**config.mk**
```make
export PLATFORM = sky130hd
export DESIGN_NAME = config_cmd_parser
export DESIGN_NICKNAME = d
export VERILOG_FILES = /design/src/rtl/config_cmd_parser.sv
export SDC_FILE = /design/constraint.sdc
export NUM_CORES = 1
export LEC_CHECK = 0
export CORE_MARGIN = 4
export CORE_UTILIZATION = 40
export CTS_CLUSTER_SIZE = 30
export DETAILED_ROUTE_END_ITERATION = 10
export GPL_ROUTABILITY_DRIVEN = 0
export SLEW_MARGIN = 5
export SYNTH_ARGS = -nofsm -noshare
export SYNTH_HDL_FRONTEND = slang
export SYNTH_SLANG_ARGS = --single-unit
```
**constraint.sdc**
```tcl
create_clock -name clk -period 4 [get_ports clk]
set_input_delay 0.8 -clock clk [delete_from_list [all_inputs] [get_ports clk]]
set_output_delay 0.8 -clock clk [all_outputs]
set_load 0.05 [all_outputs]
```
**src/rtl/config_cmd_parser.sv**
```systemverilog
// ASCII config-line parser: turns "C<type> [v1] [v2]<CR|LF>" into a one-cycle
// command for config_manager, then reports a one-cycle result code.
module config_cmd_parser #(
    parameter int TIMEOUT_CYCLES = 15
) (
    input  logic              clk,
    input  logic              rst_n,
    input  logic [7:0]        rx_data,
    input  logic              rx_valid,
    output logic              config_valid,
    output logic [2:0]        config_type,
    output logic signed [7:0] config_value1,
    output logic signed [7:0] config_value2,
    input  logic              config_done,
    input  logic              config_error,
    output logic              resp_valid,
    output logic [1:0]        resp_code,
    output logic              busy
);

    localparam int WAIT_W = (TIMEOUT_CYCLES > 1) ? $clog2(TIMEOUT_CYCLES) : 1;
    localparam logic [WAIT_W-1:0] WAIT_LAST = WAIT_W'(TIMEOUT_CYCLES - 1);

    localparam logic [1:0] RESP_OK      = 2'd0;
    localparam logic [1:0] RESP_REJECT  = 2'd1;
    localparam logic [1:0] RESP_PARSE   = 2'd2;
    localparam logic [1:0] RESP_TIMEOUT = 2'd3;

    typedef enum logic [2:0] {
        S_IDLE,
        S_TYPE,
        S_SEP,
        S_SIGN,
        S_DIGIT,
        S_ERR_SKIP,
        S_ISSUE,
        S_WAIT
    } state_t;

    state_t            state_reg, state_next;
    logic [2:0]        type_reg, type_next;
    logic              neg_reg, neg_next;
    logic [9:0]        mag_reg, mag_next;
    logic [1:0]        dig_reg, dig_next;
    logic [1:0]        count_reg, count_next;
    logic [7:0]        field0_reg, field0_next;
    logic [7:0]        field1_reg, field1_next;
    logic [WAIT_W-1:0] wait_reg, wait_next;
    logic [2:0]        cfg_type_reg;
    logic [7:0]        cfg_v1_reg, cfg_v2_reg;
    logic              resp_valid_reg;
    logic [1:0]        resp_code_reg;

    logic              resp_set;
    logic [1:0]        resp_code_next;
    logic              cfg_load;

    // Byte classification
    logic       is_c, is_digit, is_type_digit, is_space, is_minus, is_term;
    logic [7:0] digit_off;
    logic [3:0] digit_val;

    assign is_c          = (rx_data == 8'h43) || (rx_data == 8'h63);
    assign is_digit      = (rx_data >= 8'h30) && (rx_data <= 8'h39);
    assign is_type_digit = (rx_data >= 8'h30) && (rx_data <= 8'h37);
    assign is_space      = (rx_data == 8'h20);
    assign is_minus      = (rx_data == 8'h2D);
    assign is_term       = (rx_data == 8'h0D) || (rx_data == 8'h0A);
    assign digit_off     = rx_data - 8'h30;
    assign digit_val     = digit_off[3:0];

    // Field close: range check against the sign, plus the two-field limit
    logic       close_bad;
    logic [7:0] mag_low;
    logic [7:0] close_val;
    logic [9:0] mag_acc;

    assign mag_low   = mag_reg[7:0];
    assign close_val = neg_reg ? (8'd0 - mag_low) : mag_low;
    assign close_bad = (count_reg == 2'd2) ||
                       (neg_reg ? (mag_reg > 10'd128) : (mag_reg > 10'd127));
    assign mag_acc   = (mag_reg * 10'd10) + {6'd0, digit_val};

    always_comb begin
        state_next     = state_reg;
        type_next      = type_reg;
        neg_next       = neg_reg;
        mag_next       = mag_reg;
        dig_next       = dig_reg;
        count_next     = count_reg;
        field0_next    = field0_reg;
        field1_next    = field1_reg;
        wait_next      = wait_reg;
        resp_set       = 1'b0;
        resp_code_next = resp_code_reg;

        case (state_reg)
            S_IDLE: begin
                if (rx_valid && is_c) begin
                    state_next = S_TYPE;
                end
            end
            S_TYPE: begin
                if (rx_valid) begin
                    if (is_type_digit) begin
                        type_next  = rx_data[2:0];
                        state_next = S_SEP;
                    end else if (is_term) begin
                        resp_set       = 1'b1;
                        resp_code_next = RESP_PARSE;
                        state_next     = S_IDLE;
                    end else begin
                        state_next = S_ERR_SKIP;
                    end
                end
            end
            S_SEP: begin
                if (rx_valid) begin
                    if (is_space) begin
                        state_next = S_SEP;
                    end else if (is_minus) begin
                        neg_next   = 1'b1;
                        mag_next   = 10'd0;
                        dig_next   = 2'd0;
                        state_next = S_SIGN;
                    end else if (is_digit) begin
                        neg_next   = 1'b0;
                        mag_next   = {6'd0, digit_val};
                        dig_next   = 2'd1;
                        state_next = S_DIGIT;
                    end else if (is_term) begin
                        state_next = S_ISSUE;
                    end else begin
                        state_next = S_ERR_SKIP;
                    end
                end
            end
            S_SIGN: begin
                if (rx_valid) begin
                    if (is_digit) begin
                        mag_next   = {6'd0, digit_val};
                        dig_next   = 2'd1;
                        state_next = S_DIGIT;
                    end else if (is_term) begin
                        resp_set       = 1'b1;
                        resp_code_next = RESP_PARSE;
                        state_next     = S_IDLE;
                    end else begin
                        state_next = S_ERR_SKIP;
                    end
                end
            end
            S_DIGIT: begin
                if (rx_valid) begin
                    if (is_digit) begin
                        if (dig_reg == 2'd3) begin
                            state_next = S_ERR_SKIP;
                        end else begin
                            mag_next = mag_acc;
                            dig_next = dig_reg + 2'd1;
                        end
                    end else if (is_space || is_term) begin
                        if (close_bad) begin
                            if (is_term) begin
                                resp_set       = 1'b1;
                                resp_code_next = RESP_PARSE;
                                state_next     = S_IDLE;
                            end else begin
                                state_next = S_ERR_SKIP;
                            end
                        end else begin
                            if (count_reg == 2'd0) begin
                                field0_next = close_val;
                            end else begin
                                field1_next = close_val;
                            end
                            count_next = count_reg + 2'd1;
                            neg_next   = 1'b0;
                            mag_next   = 10'd0;
                            dig_next   = 2'd0;
                            state_next = is_term ? S_ISSUE : S_SEP;
                        end
                    end else begin
                        state_next = S_ERR_SKIP;
                    end
                end
            end
            S_ERR_SKIP: begin
                if (rx_valid && is_term) begin
                    resp_set       = 1'b1;
                    resp_code_next = RESP_PARSE;
                    state_next     = S_IDLE;
                end
            end
            S_ISSUE: begin
                wait_next  = '0;
                state_next = S_WAIT;
            end
            S_WAIT: begin
                // A simultaneous done+error is reported as a rejection
                if (config_error) begin
                    resp_set       = 1'b1;
                    resp_code_next = RESP_REJECT;
                    state_next     = S_IDLE;
                end else if (config_done) begin
                    resp_set       = 1'b1;
                    resp_code_next = RESP_OK;
                    state_next     = S_IDLE;
                end else if (wait_reg == WAIT_LAST) begin
                    resp_set       = 1'b1;
                    resp_code_next = RESP_TIMEOUT;
                    state_next     = S_IDLE;
                end else begin
                    wait_next = wait_reg + 1'b1;
                end
            end
            default: begin
                state_next = S_IDLE;
            end
        endcase

        // Every return to IDLE starts the next line from a clean slate
        if (state_next == S_IDLE) begin
            neg_next    = 1'b0;
            mag_next    = 10'd0;
            dig_next    = 2'd0;
            count_next  = 2'd0;
            field0_next = 8'd0;
            field1_next = 8'd0;
        end
    end

    assign cfg_load = (state_next == S_ISSUE);

    always_ff @(posedge clk or negedge rst_n) begin
        if (!rst_n) begin
            state_reg      <= S_IDLE;
            type_reg       <= 3'd0;
            neg_reg        <= 1'b0;
            mag_reg        <= 10'd0;
            dig_reg        <= 2'd0;
            count_reg      <= 2'd0;
            field0_reg     <= 8'd0;
            field1_reg     <= 8'd0;
            wait_reg       <= '0;
            cfg_type_reg   <= 3'd0;
            cfg_v1_reg     <= 8'd0;
            cfg_v2_reg     <= 8'd0;
            resp_valid_reg <= 1'b0;
            resp_code_reg  <= 2'd0;
        end else begin
            state_reg      <= state_next;
            type_reg       <= type_next;
            neg_reg        <= neg_next;
            mag_reg        <= mag_next;
            dig_reg        <= dig_next;
            count_reg      <= count_next;
            field0_reg     <= field0_next;
            field1_reg     <= field1_next;
            wait_reg       <= wait_next;
            resp_valid_reg <= resp_set;
            if (resp_set) begin
                resp_code_reg <= resp_code_next;
            end
            // Use the _next values so a field closed by the terminator is included
            if (cfg_load) begin
                cfg_type_reg <= type_next;
                cfg_v1_reg   <= field0_next;
                cfg_v2_reg   <= field1_next;
            end
        end
    end

    assign config_valid  = (state_reg == S_ISSUE);
    assign busy          = (state_reg == S_ISSUE) || (state_reg == S_WAIT);
    assign config_type   = cfg_type_reg;
    assign config_value1 = cfg_v1_reg;
    assign config_value2 = cfg_v2_reg;
    assign resp_valid    = resp_valid_reg;
    assign resp_code     = resp_code_reg;

endmodule

```
# Word level (Yosys, flattened, before mapping)
# Cells that the tools add are included.
# word_totals
n_memories	0
latch_bits	0
out_inout_bits	24
romBits	0
ff_bits	63
input_bits	13
ramBits	0
# op_classes
magnitude_cmp	5
div	0
n_shift	0
n_eq_ne	43
reduce_logical	24
muxes	113
multipliers	1
bitwise	0
n_addsub	6
# ops
cell	n
8-bit 2-to-1 mux	15
10-bit 2-to-1 mux	11
3-bit 2-to-1 mux	22
2-bit 2-to-1 mux	32
10-bit case mux with 3 select lines	1
2-bit inequality test, second input constant	12
3-bit case mux with 8 select lines	1
1-bit 2-to-1 mux	23
3-bit inequality test, second input constant	7
4-bit inequality test, second input constant	5
8-bit by 4-bit equality test with 1-bit output, second input constant	2
8-bit by 6-bit equality test with 1-bit output, second input constant	2
8-bit by 7-bit equality test with 1-bit output, second input constant	2
8-bit by 6-bit <= comparator with 1-bit output, second input constant	2
8-bit AND reduction	2
3-bit equality test, second input constant	5
4-bit 2-to-1 mux	3
12-bit AND reduction	1
10-bit by 4-bit adder with 10-bit output	1
10-bit by 7-bit greater-than comparator with 1-bit output, second input constant	1
10-bit by 8-bit greater-than comparator with 1-bit output, second input constant	1
10-bit by 3-bit multiplier with 9-bit output, second input constant	1
2-bit case mux with 5 select lines	1
8-bit by 6-bit >= comparator with 1-bit output, second input constant	1
23 further kinds	38

# Logic depth before layout (Yosys ltp)
# Gate-level depths: netlist of the first run.
# depth
depth_word	11
mapped_depth	14

# Worst setup path after synthesis of the first run
# No wires, ideal clock.
# synth_path
path_kind	reg-to-reg
startpoint	register mag_reg[4]
endpoint	register cfg_type_reg[2] (netlist: config_type[2])
path_slack_ps	441
setup_time_ps	125
stages_incl_launch_ff	13
arrival_time_ps	3434
required_time_ps	3875
synth_period_minus_slack_ps	3559
cell_sequence	dfrtp_1 > or4_1 > o31a_1 > or2_2 > clkbuf_1 > ha_1 > nand2b_1 > o21ai_0 > and3_1 > or4b_1 > buf_6 > buf_6 > mux2_4
# synth_between
elab_chain_cells	9
# synth_rtl
item	line_no	source
start, declared	43	logic [9:0] mag_reg, mag_next;
start signal, assigned	255	mag_reg <= mag_next;
10-bit by 7-bit greater-than comparator with 1-bit output / 10-bit by 8-bit greater-than comparator with 1-bit output (equally long branches)	81	(neg_reg ? (mag_reg > 10'd128) : (mag_reg > 10'd127));
1-bit 2-to-1 mux (*)	81	
1-bit logical OR (*)	80	assign close_bad = (count_reg == 2'd2) ||
3-bit 2-to-1 mux (*)	163	if (close_bad) begin
3-bit 2-to-1 mux (*)	162	end else if (is_space || is_term) begin
3-bit 2-to-1 mux (*)	155	if (is_digit) begin
3-bit 2-to-1 mux (*)	154	if (rx_valid) begin
3-bit case mux with 8 select lines (*)	97	case (state_reg)
3-bit equality test (*)	233	assign cfg_load = (state_next == S_ISSUE);
end signal, assigned	267	cfg_type_reg <= type_next;
end, declared	49	logic [2:0] cfg_type_reg;
# Mark *: on every way between the ends. The rest lies on a longest branch, timed or not.
# A chain may end at the register's enable or synchronous reset.

# Final worst setup path of the first run
# layout_path
startpoint	input port rx_data[0]
endpoint	register cfg_type_reg[2] (netlist: config_type[2])
# layout_between
elab_chain_cells	9
# layout_rtl
item	line_no	source
start, declared	8	input logic [7:0] rx_data,
parallel branches: the longest is 9 deep, another holds 8-bit by 6-bit >= comparator with 1-bit output	n/a	
# Parallel ways; which one is timed is not known.

==> flow_summary_export.csv, run 1 <==
group,metric,value,unit
outcome,outcome,"completed",
worst_setup_path,worst-path-buf-inv,2,
power,pwr_density_cell,438,mW/mm2
worst_setup_path,path_cells,"clkdlybuf4s50_1 -> or4b_1 -> a21o_1 -> a2111oi_4 -> a21oi_1 -> o21a_1 -> or4b_1 -> buf_4 -> mux2_4",
clock_network,post_cts_buffers,0,
power,peakVddDrop,0.251,mV
final_layout,area_growth_syn_to_layout,20.9,%
timing,clock.fmax,282,MHz
floorplanning,start_util,0.418,
clock_network,cts_resized,0,
routing,drtPass1Iterations,6,
floorplanning,die_w,107,um
routing,wl_per_cell,15.1,um
clock_network,cts_hold_buf,0,
routing,vias_per_cell,5.25,
final_layout,largest_register_ffs,10,
yosys,synth_top_cell_area_share,0.402,
timing,relSlewSlack,0.329,
yosys,synth_top_flop_cell,"dfrtp_1",
worst_setup_path,crit_fanout,19,
routing,vias,3067,
timing,rsz0062_at_grt,"false",
worst_setup_path,r2r_setup_slack,0.50,ns
floorplanning,io_pins,37,
yosys,synthTopCellsByArea,"dfrtp_1 (40%), ha_1 (7.0%), mux2_2 (5.7%)",
job,drv_cap,0,
power,power.leakage,2.34,nW
worst_setup_path,cp-start-kind,"primary input",
routing,drtIter0Drc,231,
worst_setup_path,crit_end,"config_type[2]",
timing,min_period_over_period,0.888,
yosys,syn_nets,431,
global_route,grt-ovfl-total,0,
clock_network,cts_buffer_depth,2,
final_layout,nFillCells,897,
floorplanning,rows,35,
placed_design,dp_hpwl,6520,um
yosys,async_flop_share,1.00,
clock_network,clkLatencyLatePin,0.34,ns
yosys,yosysSeqAreaShare,0.402,
yosys,synth-edff-count,0,
clock_network,root_buffer,"clkbuf_8",
worst_setup_path,startpoint,"rx_data[0]",
routing,drtAntennaViolNets,0,
clock_network,clkTransAtPathRegs,0.07,ns
clock_network,h-tree-depth,3,
worst_setup_path,cp.required,4.23,ns
worst_setup_path,end_kind,"flop",
routing,finalWirelength,8830,um
global_route,grt_usage,0.164,
yosys,yosysMostFrequentCell,"dfrtp_1",
timing,layout_min_cycle_time,3.55,ns
yosys,synth_area_leader_cell,"dfrtp_1",
floorplanning,die-area,0.0114,mm2
worst_setup_path,rr_endpoint,"config_type[2]",
yosys,ys_ff_latch,63,
timing,setup_viol,0,
floorplanning,dieHeight,107,um
routing,drc_errors,0,
floorplanning,core,0.00937,mm2
worst_setup_path,rr_worst_depth,10,
worst_setup_path,r2r_start,"mag_reg[6]",
worst_setup_path,critPathArrivalTime,3.78,ns
global_route,grt_start_max_net_pins,45,
final_layout,n_antenna_cell,0,
timing,maxSlewViolCount,0,
worst_setup_path,path_class,"primary input to flop",
worst_setup_path,crit_cells,9,
worst_setup_path,max_stage_delay,0.53,ns
worst_setup_path,crit_slowest_cell,"or4b_1",
global_route,grt_antenna_before_repair,0,
worst_setup_path,cpLargestDelayFamily,"simple AND/OR/NAND/NOR gates",
yosys,avgSynthCellArea,9.94,um2
timing,hold_violations,0,
global_route,grt_pass1_vias,2942,
timing,hold-worst-slack,0.497,ns
placed_design,io_buffers,36,
final_layout,drive_gt1_frac,0.145,
yosys,synth_cell_types,59,
worst_setup_path,critPathMostFrequentCell,"or4b_1",
timing,clock-skew-final,0.0143,ns
global_route,grt_pass1_wl,14900,um
clock_network,cts_buffers,9,
clock_network,clock-sinks,63,
final_layout,fin_nets,487,
yosys,synth_common_cells,"dfrtp_1 (63), nor2_1 (40), inv_1 (27)",
timing,tns,0,ns
yosys,syn_area,0.00392,mm2
timing,worstMarginPinSlew,1.01,ns
min_path,hp-class,"flop to flop",
clock_network,cts_tree,"yes",
yosys,synthCells,394,
yosys,yosysWarnings,0,
==> per-layer routing <==
metal / vias to the layer above / GRT usage / wire length (um)
met5: - / 0 / 0
met4: 0 / 0.0539 / 122
met3: 10 / 0.0391 / 476
met2: 86 / 0.244 / 3920
met1: 1452 / 0.233 / 4320
li1: 1519 / - / -
==> worst min path at each step <==
stage | depth (start not counted) | endpoint | startpoint | slack [ns]
after floorplan | 1 | dig_reg[0] | dig_reg[0] | 0.47
after global placement | 1 | resp_code[1] | resp_code[1] | 0.48
after detailed placement | 1 | resp_code[1] | resp_code[1] | 0.48
after CTS | 1 | resp_code[1] | resp_code[1] | 0.51
after global routing | 1 | config_value2[7] | config_value2[7] | 0.52
final | 1 | resp_code[1] | resp_code[1] | 0.50
==> worst register-to-register path, stage by stage (launching register included) <==
cell and delay [ns]:
dfrtp_1 0.37, or4_1 0.55, o31a_1 0.37, or2_2 0.38
ha_1 0.28, nand2b_1 0.08, o21ai_0 0.09, and3_1 0.21
or4b_1 0.50, buf_4 0.24, mux2_4 0.32
==> cell families (layout without fill, tap and decap cells) <==
kind of cell | after synthesis | after routing | share of synthesized area
AOI/OAI and AO/OA | 81 | 81 | 0.152
xor gates and xnor gates | 18 | 18 | 0.0438
adders and majority gates | 24 | 24 | 0.0805
buffers and inverters | 42 | 103 | 0.0460
DFF | 63 | 63 | 0.402
muxes | 38 | 38 | 0.105
and+or+nand+nor | 128 | 128 | 0.171
==> stage by stage <==
stage	total power, mW	std cells	setup slack [ns]	cell area [um2]	utilization
2_1_floorplan	1.26	394	0.441	3920	-
6_report	2.08	584	0.448	4740	0.505
3_3_place_gp	1.55	568	0.118	4550	0.485
3_5_place_dp	1.55	568	0.121	4550	0.485
4_1_cts	2.09	584	0.472	4740	0.505
5_1_grt	2.19	584	0.339	4740	0.505
==> cell usage in the layout (no fill, tap or decap), types with 5 or more instances in the layout <==
cell type / count
dfrtp_1: 63
nor2_1: 40
clkdlybuf4s50_1: 35
inv_1: 27
nand2_1: 26
buf_4: 23
ha_1: 22
mux2_2: 20
mux2i_1: 17
a21oi_1: 16
o21ai_0: 13
nor2b_1: 12
xnor2_1: 10
a22oi_1: 9
clkbuf_8: 9
nand2b_1: 8
nand3_1: 7
a21o_1: 7
xor2_1: 7
o21a_1: 5
nor3_1: 5
a22o_1: 5
==> final cells by class <==
| cell class | count | area (um2) | share of cell area |
|---|---|---|---|
| tap | 129 | 161 | 0.0341 |
| clock buffer | 10 | 128 | 0.0269 |
| inverter | 27 | 101 | 0.0214 |
| timing repair buffer | 60 | 548 | 0.116 |
| sequential | 63 | 1580 | 0.333 |
| clock inverter | 6 | 61.3 | 0.0129 |
| multi-input combinational | 289 | 2160 | 0.456 |
==> report_power, final <==
part           total, mW  switching [mW]  internal [mW]
Combinational      0.770           0.492          0.278
Sequential         0.771          0.0648          0.706
Clock              0.535           0.249          0.286
Total               2.08           0.806           1.27
No activity file was read; power rests on OpenSTA's default activity.
==> run 2, diff against run 1 <==
- GPL_TIMING_DRIVEN: unset -> 0
==> run 2 against run 1 <==
Non-clock buffer count decreased by 6. Largest power group unchanged. Clock skew decreased by 0.0065 ns. Largest cell class unchanged. Highest routed layer unchanged. Worst setup slack got worse by 0.27 ns.
==> flow_summary_export.csv, run 2 (synthesis results as in run 1) <==
group,metric,value,unit
worst_setup_path,worst-path-buf-inv,4,
floorplanning,rows,35,
min_path,hp-class,"flop to flop",
timing,clock-skew-final,0.00783,ns
power,power.leakage,2.27,nW
global_route,grt_usage,0.164,
global_route,grt_start_max_net_pins,64,
worst_setup_path,path_class,"primary input to flop",
placed_design,dp_hpwl,6480,um
worst_setup_path,rr_worst_depth,12,
min_path,hold_depth,1,
timing,rsz0062_at_grt,"false",
final_layout,multi_input_area,0.00217,mm2
final_layout,most-common-layout-cells,"dfrtp_1 (63), nor2_1 (40), clkdlybuf4s50_1 (33)",
floorplanning,dieHeight,107,um
routing,vias,3050,
worst_setup_path,cp-start-kind,"primary input",
global_route,grt_pass1_vias,2922,
final_layout,largest_register_ffs,10,
clock_network,clkTransAtPathRegs,0.07,ns
routing,drtPass1Iterations,5,
final_layout,final_common_cell,"dfrtp_1",
clock_network,cts_buffer_depth,2,
final_layout,fin_nets,481,
worst_setup_path,critPathArrivalTime,4.06,ns
clock_network,cts_tree,"yes",
worst_setup_path,crit_slowest_cell,"clkdlybuf4s50_1",
final_layout,n_antenna_cell,0,
worst_setup_path,end_kind,"flop",
routing,vias_per_cell,5.28,
final_layout,nFillCells,903,
global_route,grt_pass1_wl,14900,um
worst_setup_path,rr_endpoint,"config_type[2]",
clock_network,root_buffer,"clkbuf_8",
routing,drc_errors,0,
job,drv_cap,0,
worst_setup_path,path_cells,"clkdlybuf4s50_1 -> buf_6 -> or3b_1 -> or2_4 -> a2111oi_4 -> a21oi_2 -> o21a_1 -> or4b_1 -> buf_6 -> buf_6 -> mux2_4",
timing,tns,0,ns
routing,drtAntennaViolNets,0,
timing,setup_viol,0,
power,pwr_density_cell,429,mW/mm2
final_layout,post-route-cell-area,0.00465,mm2
clock_network,h-tree-depth,3,
clock_network,cts_buffers,9,
placed_design,placed_cell_area,0.00444,mm2
worst_setup_path,max_stage_delay,0.49,ns
timing,maxSlewViolCount,0,
floorplanning,io_pins,37,
worst_setup_path,critPathMostFrequentCell,"buf_6",
timing,worstMarginPinSlew,1.03,ns
global_route,grt_antenna_before_repair,0,
worst_setup_path,r2r_setup_slack,0.20,ns
worst_setup_path,cp.required,4.24,ns
floorplanning,core,0.00937,mm2
routing,drtIter0Drc,208,
floorplanning,start_util,0.418,
power,peakVddDrop,0.206,mV
worst_setup_path,cpLargestDelayFamily,"simple AND/OR/NAND/NOR gates",
timing,min_period_over_period,0.955,
clock_network,clkLatencyLatePin,0.35,ns
clock_network,clock-sinks,63,
global_route,grt-ovfl-total,0,
timing,layout_min_cycle_time,3.82,ns
outcome,outcome,"completed",
final_layout,post-route-util,0.497,
timing,clock.fmax,262,MHz
min_path,hp-start,"resp_code[1]",
min_path,min_to,"resp_code[1]",
routing,wl_per_cell,15.4,um
placed_design,io_buffers,36,
timing,relSlewSlack,0.309,
worst_setup_path,crit_fanout,10,
worst_setup_path,r2r_start,"mag_reg[4]",
final_layout,final-seq-area,0.00158,mm2
final_layout,drive_gt1_frac,0.109,
routing,finalWirelength,8930,um
timing,hold-worst-slack,0.500,ns
floorplanning,die-area,0.0114,mm2
floorplanning,die_w,107,um
final_layout,area_growth_syn_to_layout,18.8,%
timing,hold_violations,0,
## run 2: worst max-delay path by stage
| stage | start | to | slack [ns] | depth (start not counted) |
|---|---|---|---|---|
| 6_report | rx_data[2] | config_type[2] | 0.18 | 11 |
| 5_1_grt | mag_reg[4] | config_type[2] | 0.03 | 12 |
| 4_1_cts | rx_data[1] | config_type[2] | 0.06 | 10 |
| 3_5_place_dp | rx_data[1] | config_type[2] | -0.40 | 12 |
| 3_3_place_gp | rx_data[1] | config_type[2] | -0.37 | 12 |
| 2_1_floorplan | mag_reg[4] | config_type[2] | 0.44 | 12 |
## run 2: timing repair
| item | in CTS | in global routing |
|---|---|---|
| hold buffers | 0 | 0 |
| pin swaps | 0 | 2 |
| setup buffers | 0 | 3 |
| gates resized for setup | 1 | 4 |
| endpoints found under the setup margin | 1 | 1 |
## run 2: metal layers
metal / wire [um] / global-route usage / vias to the layer above
met1: 4250 / 0.233 / 1460
met2: 4070 / 0.247 / 73
met3: 451 / 0.0385 / 14
li1: - / - / 1503
met4: 153 / 0.0502 / 0
met5: 0 / 0 / -
## run 2: cell type report
class	instances	area share
Clock buffer	11	0.0304
Timing Repair Buffer	39	0.0828
Tap cell	129	0.0347
Multi-Input combinational cell	289	0.467
Inverter	27	0.0218
Buffer	15	0.0169
Clock inverter	5	0.00726
Sequential cell	63	0.339
## run 2: report_power, final
group	switching [mW]	leakage [nW]	internal [mW]	total [mW]
combinational	0.504	1.36	0.234	0.738
clock	0.263	0.0853	0.241	0.504
sequential	0.0495	0.826	0.706	0.756
total	0.817	2.27	1.18	2.00
## run 2: worst register-to-register path: stages (launching register included)
cell and delay [ns]:
dfrtp_1 0.47, or4_1 0.55, o31a_1 0.34, or2_2 0.30, clkbuf_1 0.18, ha_1 0.30
nand2b_1 0.08, o21ai_0 0.08, and3_1 0.24, or4b_1 0.52, buf_6 0.17, buf_6 0.16
mux2_4 0.30
## run 2: per-stage QoR
stage | instances | power (mW) | setup slack (ns)
2_1_floorplan | 394 | 1.26 | 0.441
3_3_place_gp | 559 | 1.50 | -0.373
3_5_place_dp | 559 | 1.51 | -0.399
4_1_cts | 575 | 2.01 | 0.0570
5_1_grt | 578 | 2.11 | 0.0313
6_report | 578 | 2.00 | 0.179
==> run 3, diff against run 2 <==
- CTS_CLUSTER_DIAMETER: unset -> 60
- RECOVER_POWER: unset -> 25
- TNS_END_PERCENT: unset -> 10
==> run 3 against run 2 <==
The run now ends with max-capacitance violations, max-slew violations left. Register-to-register slack is essentially flat. First-iteration DRC count stayed put. Wire length hardly changed. Sequential share of layout area is essentially flat. Via count unchanged. Non-clock buffer count stayed put. Die area unchanged. Sequential power hardly changed. Clock-buffer cell count did not move. Critical path type unchanged. Highest routed layer unchanged.
==> flow_summary_export.csv, run 3 (synthesis results as in run 1) <==
group,metric,value,unit
routing,drtIter0Drc,208,
clock_network,cts_tree,"yes",
floorplanning,rows,35,
timing,worstMarginPinSlew,1.60,ns
clock_network,h-tree-depth,3,
clock_network,cts_buffer_depth,2,
routing,vias_per_cell,5.28,
worst_setup_path,crit_fanout,10,
worst_setup_path,crit_slowest_cell,"clkdlybuf4s50_1",
timing,rsz0062_at_grt,"false",
timing,tns,0,ns
routing,drtPass1Iterations,5,
final_layout,largest_register_ffs,10,
global_route,grt_pass1_wl,14900,um
worst_setup_path,r2r_setup_slack,0.20,ns
worst_setup_path,end_kind,"flop",
worst_setup_path,cp-start-kind,"primary input",
final_layout,final_common_cell,"dfrtp_1",
clock_network,clkTransAtPathRegs,0.07,ns
routing,drc_errors,0,
final_layout,area_growth_syn_to_layout,18.7,%
clock_network,clock-sinks,63,
routing,finalWirelength,8920,um
floorplanning,core,0.00937,mm2
floorplanning,die-area,0.0114,mm2
global_route,grt_start_max_net_pins,64,
final_layout,drive_gt1_frac,0.109,
outcome,failed_checks,"max-capacitance violations, max-slew violations",
placed_design,place_inst,559,
timing,setup_viol,0,
floorplanning,die_w,107,um
routing,wl_per_cell,15.4,um
timing,clock-skew-final,0.00783,ns
global_route,grt_usage,0.164,
worst_setup_path,critPathArrivalTime,4.06,ns
clock_network,cts_buffers,9,
min_path,hp-class,"flop to flop",
floorplanning,io_pins,37,
routing,vias,3050,
worst_setup_path,max_stage_delay,0.49,ns
power,power.leakage,2.27,nW
clock_network,clkLatencyLatePin,0.35,ns
worst_setup_path,critPathMostFrequentCell,"buf_6",
placed_design,dp_hpwl,6480,um
timing,maxSlewViolCount,64,
worst_setup_path,cp.required,4.24,ns
global_route,grt_pass1_vias,2922,
worst_setup_path,worst-path-buf-inv,4,
timing,hold_violations,0,
worst_setup_path,cpLargestDelayFamily,"simple AND/OR/NAND/NOR gates",
power,pwr_density_cell,429,mW/mm2
floorplanning,start_util,0.418,
worst_setup_path,path_class,"primary input to flop",
power,peakVddDrop,0.206,mV
global_route,grt-ovfl-total,0,
floorplanning,dieHeight,107,um
job,drv_cap,1,
final_layout,nFillCells,903,
worst_setup_path,path_cells,"clkdlybuf4s50_1 -> buf_6 -> or3b_1 -> or2_4 -> a2111oi_4 -> a21oi_2 -> o21a_1 -> or4b_1 -> buf_6 -> buf_6 -> mux2_4",
final_layout,fin_nets,481,
timing,clock.fmax,262,MHz
final_layout,n_antenna_cell,0,
final_layout,most-common-layout-cells,"dfrtp_1 (63), nor2_1 (40), clkdlybuf4s50_1 (33)",
global_route,grt_antenna_before_repair,0,
clock_network,cts_hold_buf,0,
clock_network,root_buffer,"clkbuf_8",
placed_design,io_buffers,36,
outcome,outcome,"finished with violations",
timing,relSlewSlack,-0.0694,
timing,layout_min_cycle_time,3.82,ns
final_layout,final_cell_count_no_fill,578,
routing,drtAntennaViolNets,0,
timing,min_period_over_period,0.955,
==> run 3: changes by cell type in the layout (fill, tap and decap cells not counted), sizes merged <==
| cell | change |
|---|---|
| buf | -1 |
| clkbuf | +1 |
==> run 3: final timing paths <==
check	from	end	depth (start not counted)
hold reg to reg	resp_code[1]	resp_code[1]	1
min in group asynchronous	rst_n	wait_reg[0]	1
setup reg to reg	mag_reg[4]	config_type[2]	12
setup / recovery	rx_data[2]	config_type[2]	11
hold / removal	resp_code[1]	resp_code[1]	1
max in group asynchronous	rst_n	config_value2[3]	1
==> run 3: per-layer routing <==
layer,part of all wire,vias up,track usage
li1,-,1503,-
met1,0.48,1460,0.233
met2,0.46,73,0.247
met3,0.051,14,0.0385
met4,0.017,0,0.0502
met5,0,-,0
==> run 3: where the power goes <==
group          leakage [nW]  internal (mW)  switching (mW)
clock                0.0853          0.241           0.263
combinational          1.36          0.233           0.504
sequential            0.826          0.706          0.0495
total                  2.27           1.18           0.817
==> run 3: timing repair <==
| item | 4_1_cts | 5_1_grt |
|---|---|---|
| setup buffers | 0 | 3 |
| endpoints found under the setup margin | 1 | 1 |
| pin swaps | 0 | 2 |
| gates resized for setup | 1 | 4 |
==> run 3: final cells by class <==
cell class              count  area (um2)  share of cell area
plain buffers              15        78.8              0.0169
clock buffers              11         141              0.0304
clock inverters             5        33.8             0.00726
inverters                  27         101              0.0218
multi-input cells         289        2170               0.468
flip-flops and latches     63        1580               0.339
well taps                 129         161              0.0347
repair buffers             39         383              0.0823
==> run 3: per-stage QoR <==
step                area, um2  hold WS, ns   util  total power [mW]  setup WS (ns)
floorplan                3920        0.467      -              1.26          0.441
CTS                      4620        0.502  0.493              2.01         0.0570
global route             4650        0.513  0.496              2.11         0.0313
detailed placement       4440        0.487  0.473              1.51         -0.399
finish                   4650        0.500  0.496              2.00          0.179
global placement         4440        0.473  0.474              1.50         -0.373
